## config.mk

```make
export PLATFORM = sky130hd
export DESIGN_NAME = serial_complement2
export DESIGN_NICKNAME = d
export VERILOG_FILES = /design/src/rtl/serial_complement2.sv
export SDC_FILE = /design/constraint.sdc
export NUM_CORES = 1
export LEC_CHECK = 0
export CAP_MARGIN = 10
export CORE_MARGIN = 2
export CORE_UTILIZATION = 35
export DETAILED_ROUTE_END_ITERATION = 8
export PLACE_DENSITY = 0.56
export SKIP_CTS_REPAIR_TIMING = 1
export SLEW_MARGIN = 20
export SYNTH_ARGS = -nofsm -noshare
export SYNTH_HDL_FRONTEND = slang
export SYNTH_SLANG_ARGS = --single-unit
```

## constraint.sdc

```tcl
create_clock -name clk -period 1.8 [get_ports clk]
set_input_delay 0.18 -clock clk [delete_from_list [all_inputs] [get_ports clk]]
set_output_delay 0.18 -clock clk [all_outputs]
set_load 0.01 [all_outputs]
```

## src/rtl/serial_complement2.sv

```systemverilog
// Bit-serial two's-complement unit: pass, negate, absolute value or one's complement,
// one operand bit per cycle LSB first, with a registered done pulse and overflow flag.
module serial_complement2 #(
  parameter int WIDTH = 8
) (
  input  logic             clk,
  input  logic             reset,
  input  logic             start,
  input  logic [1:0]       mode,
  input  logic [WIDTH-1:0] a,
  output logic             busy,
  output logic             done,
  output logic [WIDTH-1:0] result,
  output logic             overflow
);

  localparam int CW = (WIDTH > 1) ? $clog2(WIDTH) : 1;
  localparam logic [CW-1:0]    LAST    = CW'(WIDTH - 1);
  localparam logic [WIDTH-1:0] MIN_NEG = {1'b1, {(WIDTH-1){1'b0}}};

  typedef enum logic [1:0] {IDLE, SHIFT, DONE} state_t;

  state_t           state_q, state_d;
  logic [CW-1:0]    cnt_q, cnt_d;
  logic             seen_q, seen_d;
  logic [1:0]       mode_q, mode_d;
  logic [WIDTH-1:0] a_q, a_d;
  logic [WIDTH-1:0] result_q, result_d;
  logic             busy_q, busy_d;
  logic             done_q, done_d;
  logic             ovf_q, ovf_d;

  logic in_bit, out_bit, neg_rule, arith_mode;

  always_comb begin
    arith_mode = (mode_q == 2'b01) || (mode_q == 2'b10);
    // Absolute value behaves as negate only for negative operands.
    neg_rule   = (mode_q == 2'b01) || ((mode_q == 2'b10) && a_q[WIDTH-1]);
    in_bit     = a_q[cnt_q];
    case (mode_q)
      2'b00:   out_bit = in_bit;
      2'b11:   out_bit = ~in_bit;
      default: out_bit = (neg_rule && seen_q) ? ~in_bit : in_bit;
    endcase
  end

  always_comb begin
    state_d  = state_q;
    cnt_d    = cnt_q;
    seen_d   = seen_q;
    mode_d   = mode_q;
    a_d      = a_q;
    result_d = result_q;
    ovf_d    = ovf_q;
    busy_d   = 1'b0;
    done_d   = 1'b0;
    case (state_q)
      IDLE: begin
        if (start) begin
          a_d     = a;
          mode_d  = mode;
          seen_d  = 1'b0;
          cnt_d   = '0;
          ovf_d   = 1'b0;
          busy_d  = 1'b1;
          state_d = SHIFT;
        end
      end
      SHIFT: begin
        result_d = {out_bit, result_q[WIDTH-1:1]};
        seen_d   = seen_q | in_bit;
        if (cnt_q == LAST) begin
          state_d = DONE;
          done_d  = 1'b1;
          ovf_d   = arith_mode && (a_q == MIN_NEG);
        end else begin
          cnt_d  = cnt_q + CW'(1);
          busy_d = 1'b1;
        end
      end
      DONE:    state_d = IDLE;
      default: state_d = IDLE;
    endcase
  end

  always_ff @(posedge clk) begin
    if (reset) begin
      state_q  <= IDLE;
      cnt_q    <= '0;
      seen_q   <= 1'b0;
      mode_q   <= 2'b00;
      a_q      <= '0;
      result_q <= '0;
      ovf_q    <= 1'b0;
      busy_q   <= 1'b0;
      done_q   <= 1'b0;
    end else begin
      state_q  <= state_d;
      cnt_q    <= cnt_d;
      seen_q   <= seen_d;
      mode_q   <= mode_d;
      a_q      <= a_d;
      result_q <= result_d;
      ovf_q    <= ovf_d;
      busy_q   <= busy_d;
      done_q   <= done_d;
    end
  end

  assign busy     = busy_q;
  assign done     = done_q;
  assign result   = result_q;
  assign overflow = ovf_q;

endmodule

```

* Word level (Yosys, flattened, before mapping)
Index checks and enable logic that the tools add are counted.
Cells by class: add/sub/neg operators 1, multipliers 0, div/mod/pow operators 0, magnitude comparators 1, eq/ne operators 9, shifts and indexed selects 0, multiplexer cells 18, bitwise logic cells 3, reductions and logical operators 14
Operators by type and width (count):
- equality test 8 bit (second input constant) | 1
- case mux 1 bit (2 select lines) | 4
- two-way mux 1 bit | 7
- two-way mux 3 bit | 2
- != test 2 bit (second input constant) | 3
- case mux 3 bit (2 select lines) | 1
- AND reduction 2 bit | 3
- AND reduction 3 bit | 2
- equality test 2 x 1 -> 1 bit (second input constant) | 2
- equality test 2 bit (second input constant) | 2
- zero test 2 bit | 2
- < comparator 3 x 4 -> 1 bit (second input constant) | 1
- two-way mux 2 bit | 2
- case mux 2 bit (2 select lines) | 1
- adder 3 x 1 -> 3 bit (second input constant) | 1
- binary-select mux 1 bit (select 3 bit) | 1
- equality test 3 bit (second input constant) | 1
- logical AND 1 bit | 3
- logical OR 1 bit | 2
- inverter 1 bit | 2
- nonzero test 2 bit | 1
- OR reduction 2 bit | 1
- OR 1 bit | 1
Word-level totals: flip-flop bits (word level) 27, latch bits 0, bits in writable memories 0, bits in read-only memories 0, input bits 13, output and inout bits 11, logic and storage cells 55, memories 0

* Longest topological paths before layout
Gate-level depths: netlist of the first run.
depth in word-level cells 6, gate-level depth with buffers 6, depth with buffers taken out 6

* Worst setup path before layout of the first run
No wires, ideal clock.
path kind flip-flop to flip-flop, start point register cnt_q[0], end point register result_q[7], in the netlist result[7], library setup time 0.120 ns, data arrival time 1.436 ns, data required time 1.680 ns, path slack 0.244 ns, cell stages (with the launch flop) 4, buffers on the path 0, clock period less this slack 1.556 ns, path through dfxtp_1 > mux4_2 > mux2_4 > a211o_1
Between the ends: cells in the longest elaborated chain, start to end 5
RTL lines:
- start: declaration | line 24 | logic [CW-1:0] cnt_q, cnt_d;
- start signal: assignment | line 99 | cnt_q <= cnt_d;
- binary-select mux 1 bit (select 3 bit) * | line 39 | in_bit = a_q[cnt_q];
- two-way mux 1 bit (not written as such) * | line 39
- inverter 1 bit | line 42, 43
- two-way mux 1 bit | line 43 | default: out_bit = (neg_rule && seen_q) ? ~in_bit : in_bit;
- case mux 1 bit (2 select lines) * | line 40 | case (mode_q)
- end signal: assignment | line 103 | result_q <= result_d;
- end: declaration | line 28 | logic [WIDTH-1:0] result_q, result_d;
Every way passes the cells marked *; elsewhere a longest branch is shown, timed or not. The select of a mux whose other input is x is not followed. A chain may end at the register's enable or synchronous reset.

* Worst setup path after layout of the first run
Same ends and word-level chain as after synthesis.

==> run_results.csv, run 1 <==
group,metric,value,unit
status,status,"finished clean",
yosys,synth_largest_type_area_fraction,0.481,
setup_path,slowest_delay,0.52,ns
clock_network,cts_inserted_buffers,3,
yosys,synth_seq_cells,27,
grt,globalRoute.totalOverflow,0,
pwr,lkg_pwr,0.000545,uW
setup_path,ff2ff_setup_slack,0.17,ns
drt,routedWlPerCell,10.9,um
yosys,postSynth.asyncResetShare,0,
sta,grt_setup_unrepaired,"no",
pwr,max-vdd-ir-drop,251,uV
yosys,synth.most_common_cell,"sky130_fd_sc_hd__nand2_1",
placement,io_buffer_count,23,
drt,detail_route.vias_per_cell,4.71,
worst_hold_path,holdPathEnd,"mode_q[1]$_SDFFE_PP0P_",
die,dieArea,3680,um^2
clock_network,numClockSinks,27,
drt,via_count,946,
yosys,synthTopCellsByArea,"sky130_fd_sc_hd__dfxtp_1 48%, sky130_fd_sc_hd__nand2_1 12%, sky130_fd_sc_hd__a21oi_1 8.9%",
yosys,yosys_most_used_dff,"sky130_fd_sc_hd__dfxtp_1",
yosys,syn_avg_cell_area,8.64,um^2
setup_path,worst_setup_path_start_kind,"flip-flop",
die,std_cell_rows,20,
yosys,synth-edff-count,0,
worst_hold_path,min_delay_path_depth,3,
drt,drtPass1Iterations,4,
grt,largest_net_degree_at_the_start_of_global_routing,21,
clock_network,cts_root_buffer,"sky130_fd_sc_hd__clkbuf_4",
setup_path,crit-reg2reg-capture,"result[7]$_SDFFE_PP0P_",
clock_network,cts_buffer_depth,2,
clock_network,cts.clk_slew.worst_paths,0.14,ns
yosys,synth_cell_types,25,
yosys,synth.cell_area,1120,um^2
clock_network,tritoncts_clock_tree,"yes",
yosys,syn_inst,130,
sta,final_setup_viols,0,
sta,total_negative_slack_for_setup_checks,0,ns
die,floorplan.die.height,60.7,um
setup_path,cpLargestDelayFamily,"multiplexers",
placement,dp_hpwl,1.65,mm
worst_hold_path,hp-class,"input pin to flip-flop",
sta,final_max_slew_viol_count,0,
sta,final.period_utilization,0.903,
finish,antennaDiodeCount,0,
die,fp.coreArea,3050,um^2
setup_path,timing.reg2reg.worst_path_depth,3,
sta,max_slew_margin_vs_limit,0.748,
yosys,synthesis.yosys.warnings,0,
placement,gp_routability_congestion,0.733,
sta,timing_hold_violations_final,0,
setup_path,timing_worst_setup_path_type,"flip-flop to flip-flop",
yosys,synth_sequential_area_ratio,0.481,
yosys,synthesized_nets,149,
finish,layout.filler_cells,330,
sta,clock.fmax,0.615,GHz
worst_hold_path,holdCritStartpoint,"mode[1]",
setup_path,worstPathRequired,2.03,ns
finish,layout-drive-gt1-share,0.0764,
run,max_cap_viol_count,0,
setup_path,path_max_fanout,4,
setup_path,critical_path_cell_with_the_highest_stage_delay,"sky130_fd_sc_hd__mux4_2",
setup_path,worst-endpoint-arrival,1.85,ns
finish,final_net_count,177,
grt,grt_antenna_before_repair,0,
drt,finalWirelength,2.19,mm
yosys,post_synth_most_frequent_cells,"36 x sky130_fd_sc_hd__nand2_1, 27 x sky130_fd_sc_hd__dfxtp_1, 20 x sky130_fd_sc_hd__a21oi_1",
grt,grt_use_total,0.140,
clock_network,cts-htree-levels,1,
pwr,power.density_cell_area,715,nW/um^2
drt,detail_route.drc_violations,0,
setup_path,worst_r2r_startpoint,"cnt_q[0]$_SDFFE_PP0P_",
grt,via_count_of_the_first_global_routing_pass,885,
grt,first_pass_grt_wire_length,3.84,mm
die,initial_core_util,0.368,
sta,worst_slew_pin_slew,0.378,ns
die,floorplan.io_pins,24,
drt,initial_drt_markers,41,
yosys,cell_type_with_the_largest_total_area_after_synthesis,"sky130_fd_sc_hd__dfxtp_1",
sta,timing.hold.ws,0.385,ns
sta,timing.clock.skew,0.00902,ns
drt,ant_nets,0,
sta,period_needed,1.63,ns
clock_network,clock_insertion_delay_at_the_later_pin_of_the_skew_report,0.32,ns
finish,layout-area-overhead-vs-synth,29.3,%
setup_path,endpoint_kind,"flip-flop",
setup_path,critical_path.n_buffers_inverters,0,
die,die_x,60.7,um
setup_path,crit_chain,"mux4_2 > mux2_4 > a211o_1",
## worst max path at each step
stage	end	depth (start not counted)	start	slack, ns
3_3_place_gp	overflow$_SDFFE_PP0P_	5	start	0.17
6_report	result[7]$_SDFFE_PP0P_	3	cnt_q[0]$_SDFFE_PP0P_	0.17
2_1_floorplan	result[7]$_SDFFE_PP0P_	3	cnt_q[0]$_SDFFE_PP0P_	0.24
3_5_place_dp	overflow$_SDFFE_PP0P_	5	start	0.13
4_1_cts	result[7]$_SDFFE_PP0P_	3	cnt_q[0]$_SDFFE_PP0P_	0.16
5_1_grt	seen_q$_SDFFE_PP0P_	4	cnt_q[0]$_SDFFE_PP0P_	0.09
## cell type report
type | count | area, um^2 | area share
flip-flops and latches | 27 | 541 | 0.372
clock buffers | 4 | 26.3 | 0.0181
well taps | 44 | 55.1 | 0.0379
multi-input cells | 95 | 552 | 0.380
inverters | 3 | 11.3 | 0.00775
repair buffers | 28 | 268 | 0.184
## registers in the layout (all words and copies together) (netlist names)
signal	cells
result	8
busy	1
cnt_q	3
mode_q	2
seen_q	1
done	1
overflow	1
state_q	2
a_q	8
## power breakdown
| part | switching (uW) | total (uW) | internal [uW] |
|---|---|---|---|
| Combinational | 71.4 | 146 | 74.4 |
| Sequential | 18.2 | 637 | 619 |
| Clock | 169 | 256 | 86.6 |
## cell usage in the layout, fill, tap and decap left out, types with 2 or more instances in the layout
| cell | synthesis | routed |
|---|---|---|
| sky130_fd_sc_hd__dfxtp_1 | 27 | 27 |
| sky130_fd_sc_hd__nand2b_1 | 2 | 2 |
| sky130_fd_sc_hd__clkbuf_4 | 0 | 3 |
| sky130_fd_sc_hd__buf_4 | 0 | 5 |
| sky130_fd_sc_hd__ha_1 | 6 | 6 |
| sky130_fd_sc_hd__nor2b_1 | 2 | 2 |
| sky130_fd_sc_hd__mux4_2 | 2 | 2 |
| sky130_fd_sc_hd__or3_1 | 2 | 2 |
| sky130_fd_sc_hd__nor3b_1 | 3 | 3 |
| sky130_fd_sc_hd__inv_1 | 3 | 3 |
| sky130_fd_sc_hd__clkdlybuf4s50_1 | 0 | 23 |
| sky130_fd_sc_hd__nor2_1 | 10 | 10 |
| sky130_fd_sc_hd__nand2_1 | 36 | 36 |
| sky130_fd_sc_hd__a21oi_1 | 20 | 20 |
| sky130_fd_sc_hd__a22oi_1 | 2 | 2 |
## worst min-delay path, cell delays in order
cell	delay (ns)
sky130_fd_sc_hd__clkdlybuf4s50_1	0.39
sky130_fd_sc_hd__nand2_1	0.05
sky130_fd_sc_hd__a21oi_1	0.05
## metal layers
metal  wire (um)  GRT usage  vias to the layer above  share of wire
met3          94     0.0256                        2          0.043
li1            -          -                      496              -
met1         964      0.162                      427           0.44
met5           0          0                        -              0
met2        1120      0.253                       21           0.51
met4          12     0.0559                        0         0.0055
## stage by stage
step | area [um^2] | std cells | total power [uW] | util | worst slack (ns)
3_3_place_gp | 1430 | 197 | 796 | 0.467 | 0.175
6_report | 1450 | 201 | 1040 | 0.476 | 0.174
5_1_grt | 1450 | 201 | 1110 | 0.476 | 0.0916
4_1_cts | 1450 | 201 | 1060 | 0.476 | 0.160
2_1_floorplan | 1120 | 130 | 732 | - | 0.244
3_5_place_dp | 1430 | 197 | 798 | 0.467 | 0.133
## cells by family (layout without fill, tap and decap cells)
group / Yosys count / count (layout) / share of synthesized area
simple gates: 59 / 59 / 0.232
flops: 27 / 27 / 0.481
compound gates: 26 / 26 / 0.130
buf+inv: 8 / 35 / 0.0278
fa+ha+maj: 6 / 6 / 0.0668
mux: 4 / 4 / 0.0624
Power figures use the tool's default switching activity.
==> run 2: changes to the inputs <==
Settings changed: ABC_AREA set to 1, HOLD_SLACK_MARGIN set to 0.15, PLACE_DENSITY 0.56 to 0.55.
==> run 2 against run 1 <==
Net effect:
- register-to-register slack improved by 0.16 ns
- final cell count grew 13%
- utilization is 2.1 points lower
- via count up 8.7%
- wire length is 17% higher
- worst hold slack better by 0.080 ns
- design area is 3.6% higher
- clock power up 2%
- flip-flop and latch count did not move
- synthesized cell count up 21%
- critical endpoint is now cnt_q[0]$_SDFFE_PP0P_
- combinational power up 66%
- critical path depth rose by 3
==> run_results.csv, run 2 <==
group,metric,value,unit
drt,drtPass1Iterations,4,
pwr,seq_power_share,0.571,
drt,detail_route.vias_per_cell,4.51,
pwr,lkg_pwr,0.000640,uW
sta,timing.hold.ws,0.465,ns
sta,final.period_utilization,0.817,
pwr,combPwrFrac,0.207,
yosys,postSynth.asyncResetShare,0,
setup_path,crit_path_most_repeated_cell,"sky130_fd_sc_hd__ha_1",
sta,final_setup_viols,0,
setup_path,cpLargestDelayFamily,"flip-flops",
die,floorplan.die.height,62.5,um
yosys,synth_largest_type_area_fraction,0.452,
pwr,power.density_cell_area,779,nW/um^2
yosys,synth_fa_ha_area_frac,0.0628,
setup_path,endpoint_kind,"flip-flop",
drt,routedWlPerCell,11.2,um
yosys,syn_avg_cell_area,7.62,um^2
drt,initial_drt_markers,47,
setup_path,critical_path.n_buffers_inverters,0,
sta,worst_slew_pin_slew,0.335,ns
grt,via_count_of_the_first_global_routing_pass,1068,
clock_network,tritoncts_clock_tree,"yes",
die,die_x,62.5,um
placement,gp_routability_congestion,0.792,
yosys,synthTopCellsByArea,"sky130_fd_sc_hd__dfxtp_1 45%, sky130_fd_sc_hd__a21oi_1 7.1%, sky130_fd_sc_hd__o21ai_0 7.1%",
finish,final_net_count,202,
run,max_cap_viol_count,0,
placement,placed_cells,224,
finish,layout-drive-gt1-share,0.0989,
drt,via_count,1028,
yosys,synth_simple_gate_area_frac,0.209,
clock_network,cts.clk_slew.worst_paths,0.14,ns
finish,final_cell_mix,"27 x sky130_fd_sc_hd__dfxtp_1, 23 x sky130_fd_sc_hd__clkdlybuf4s50_1, 22 x sky130_fd_sc_hd__inv_1",
sta,final.setup.worst_slack,0.330,ns
worst_hold_path,hp-class,"input pin to flip-flop",
sta,timing.clock.skew,0.0103,ns
setup_path,worst-endpoint-arrival,1.73,ns
placement,io_buffer_count,23,
grt,grt_antenna_before_repair,0,
status,status,"finished clean",
clock_network,clock_insertion_delay_at_the_later_pin_of_the_skew_report,0.32,ns
drt,ant_nets,0,
finish,antennaDiodeCount,0,
pwr,power.switching,331,uW
sta,timing_hold_violations_final,0,
grt,first_pass_grt_wire_length,4.64,mm
clock_network,cts_buffer_depth,2,
pwr,report.power.total,1170,uW
yosys,yosys_most_used_dff,"sky130_fd_sc_hd__dfxtp_1",
clock_network,cts_root_buffer,"sky130_fd_sc_hd__clkbuf_4",
yosys,post_synth_most_frequent_cells,"27 x sky130_fd_sc_hd__dfxtp_1, 22 x sky130_fd_sc_hd__inv_1, 19 x sky130_fd_sc_hd__nor2_1",
die,dieArea,3900,um^2
placement,dp_hpwl,1.89,mm
sta,total_negative_slack_for_setup_checks,0,ns
yosys,synth_sequential_area_ratio,0.452,
die,fp.coreArea,3310,um^2
sta,clock.fmax,0.680,GHz
grt,globalRoute.totalOverflow,0,
clock_network,cts_inserted_buffers,3,
setup_path,crit_chain,"ha_1 > ha_1 > nor2_2 > nor2_1 > o21ai_0 > a21oi_1",
clock_network,cts-htree-levels,1,
die,std_cell_rows,21,
placement,dp_slack,0.368,ns
sta,period_needed,1.47,ns
yosys,synthXorXnorAreaFrac,0,
clock_network,numClockSinks,27,
sta,max_slew_margin_vs_limit,0.776,
pwr,p_clk_frac,0.222,
pwr,switch_share,0.283,
finish,final_common_cell,"sky130_fd_sc_hd__dfxtp_1",
grt,grt_use_total,0.145,
yosys,synth_cell_types,22,
setup_path,path_max_fanout,6,
finish,layoutNonFillerInstCount,228,
die,initial_core_util,0.361,
yosys,synthesis.yosys.warnings,0,
die,floorplan.io_pins,24,
yosys,synth_seq_cells,27,
setup_path,worstPathRequired,2.06,ns
sta,final_max_slew_viol_count,0,
setup_path,timing_worst_setup_path_type,"flip-flop to flip-flop",
setup_path,slowest_delay,0.47,ns
sta,grt_setup_unrepaired,"no",
pwr,cellInternalPower,841,uW
yosys,dominant_combinational_cell_family_by_area_after_synthesis,"simple AND/OR/NAND/NOR gates",
yosys,syn_inst,157,
setup_path,critical_path_cell_with_the_highest_stage_delay,"sky130_fd_sc_hd__dfxtp_1",
yosys,synth.most_common_cell,"sky130_fd_sc_hd__dfxtp_1",
yosys,synth_compound_gate_area_share,0.163,
drt,finalWirelength,2.56,mm
yosys,synth.area.mux_share,0,
grt,largest_net_degree_at_the_start_of_global_routing,23,
yosys,synthesized_nets,176,
yosys,cell_type_with_the_largest_total_area_after_synthesis,"sky130_fd_sc_hd__dfxtp_1",
finish,layout-area-overhead-vs-synth,25.8,%
yosys,synth.cell_area,1200,um^2
drt,detail_route.drc_violations,0,
setup_path,worst_setup_path_start_kind,"flip-flop",
yosys,synth-edff-count,0,
pwr,max-vdd-ir-drop,535,uV
[run 2: cell types whose count changed after synthesis, moves of 3 or more]
cell,previous run,this run
sky130_fd_sc_hd__a21oi_1,20,17
sky130_fd_sc_hd__nor3b_1,3,0
sky130_fd_sc_hd__nand2_1,36,17
sky130_fd_sc_hd__nor2_1,10,19
sky130_fd_sc_hd__nand3_1,0,8
sky130_fd_sc_hd__nand3_2,0,4
sky130_fd_sc_hd__inv_2,0,3
sky130_fd_sc_hd__o21ai_0,0,17
sky130_fd_sc_hd__inv_1,3,22
[run 2: metrics by stage]
| stage | utilization | cell area (um^2) |
|---|---|---|
| after floorplan | - | 1200 |
| after global placement | 0.447 | 1480 |
| after detailed placement | 0.447 | 1480 |
| after CTS | 0.455 | 1510 |
| after global routing | 0.455 | 1510 |
| final | 0.455 | 1510 |
[run 2: path summary, 6_finish.rpt]
path	start	endpoint	slack, ns	cells past startpoint
max	cnt_q[0]$_SDFFE_PP0P_	cnt_q[0]$_SDFFE_PP0P_	0.33	6
min reg2reg	result[7]$_SDFFE_PP0P_	result[6]$_SDFFE_PP0P_	0.48	2
min	mode[0]	mode_q[0]$_SDFFE_PP0P_	0.46	3
max reg2reg	cnt_q[0]$_SDFFE_PP0P_	cnt_q[0]$_SDFFE_PP0P_	0.33	6
[run 2: cell type report]
class                      instances  area, um^2
tap                               46        57.6
sequential                        27         541
multi-input combinational         98         520
clock buffer                       4        26.3
timing repair buffer              27         260
inverter                          26         100
fill                             360        1810
[run 2: kinds of logic after synthesis]
group           count (synthesis)
compound gates                 38
fa+ha+maj                       6
buf+inv                        32
flops                          27
simple gates                   54
[run 2: worst min-delay path, delay by kind of cell]
kind,cells,cell delay (ns)
buffers and inverters,1,0.41
AO/OA/AOI/OAI,2,0.18
[run 2: per-layer routing]
layer  GRT usage  part of all wire  vias to the layer above
met1       0.190              0.50                      451
li1            -                 -                      554
met5           0                 0                        -
met3      0.0559             0.057                        2
met2       0.233              0.43                       21
met4      0.0167            0.0066                        0
[run 2: power by group through the flow]
stage               sequential (uW)  clock, uW  combinational [uW]
finish                          670        260                 242
global route                    677        299                 279
CTS                             670        276                 246
detailed placement              682          0                 244
global placement                683          0                 241
floorplan                       687          0                 140
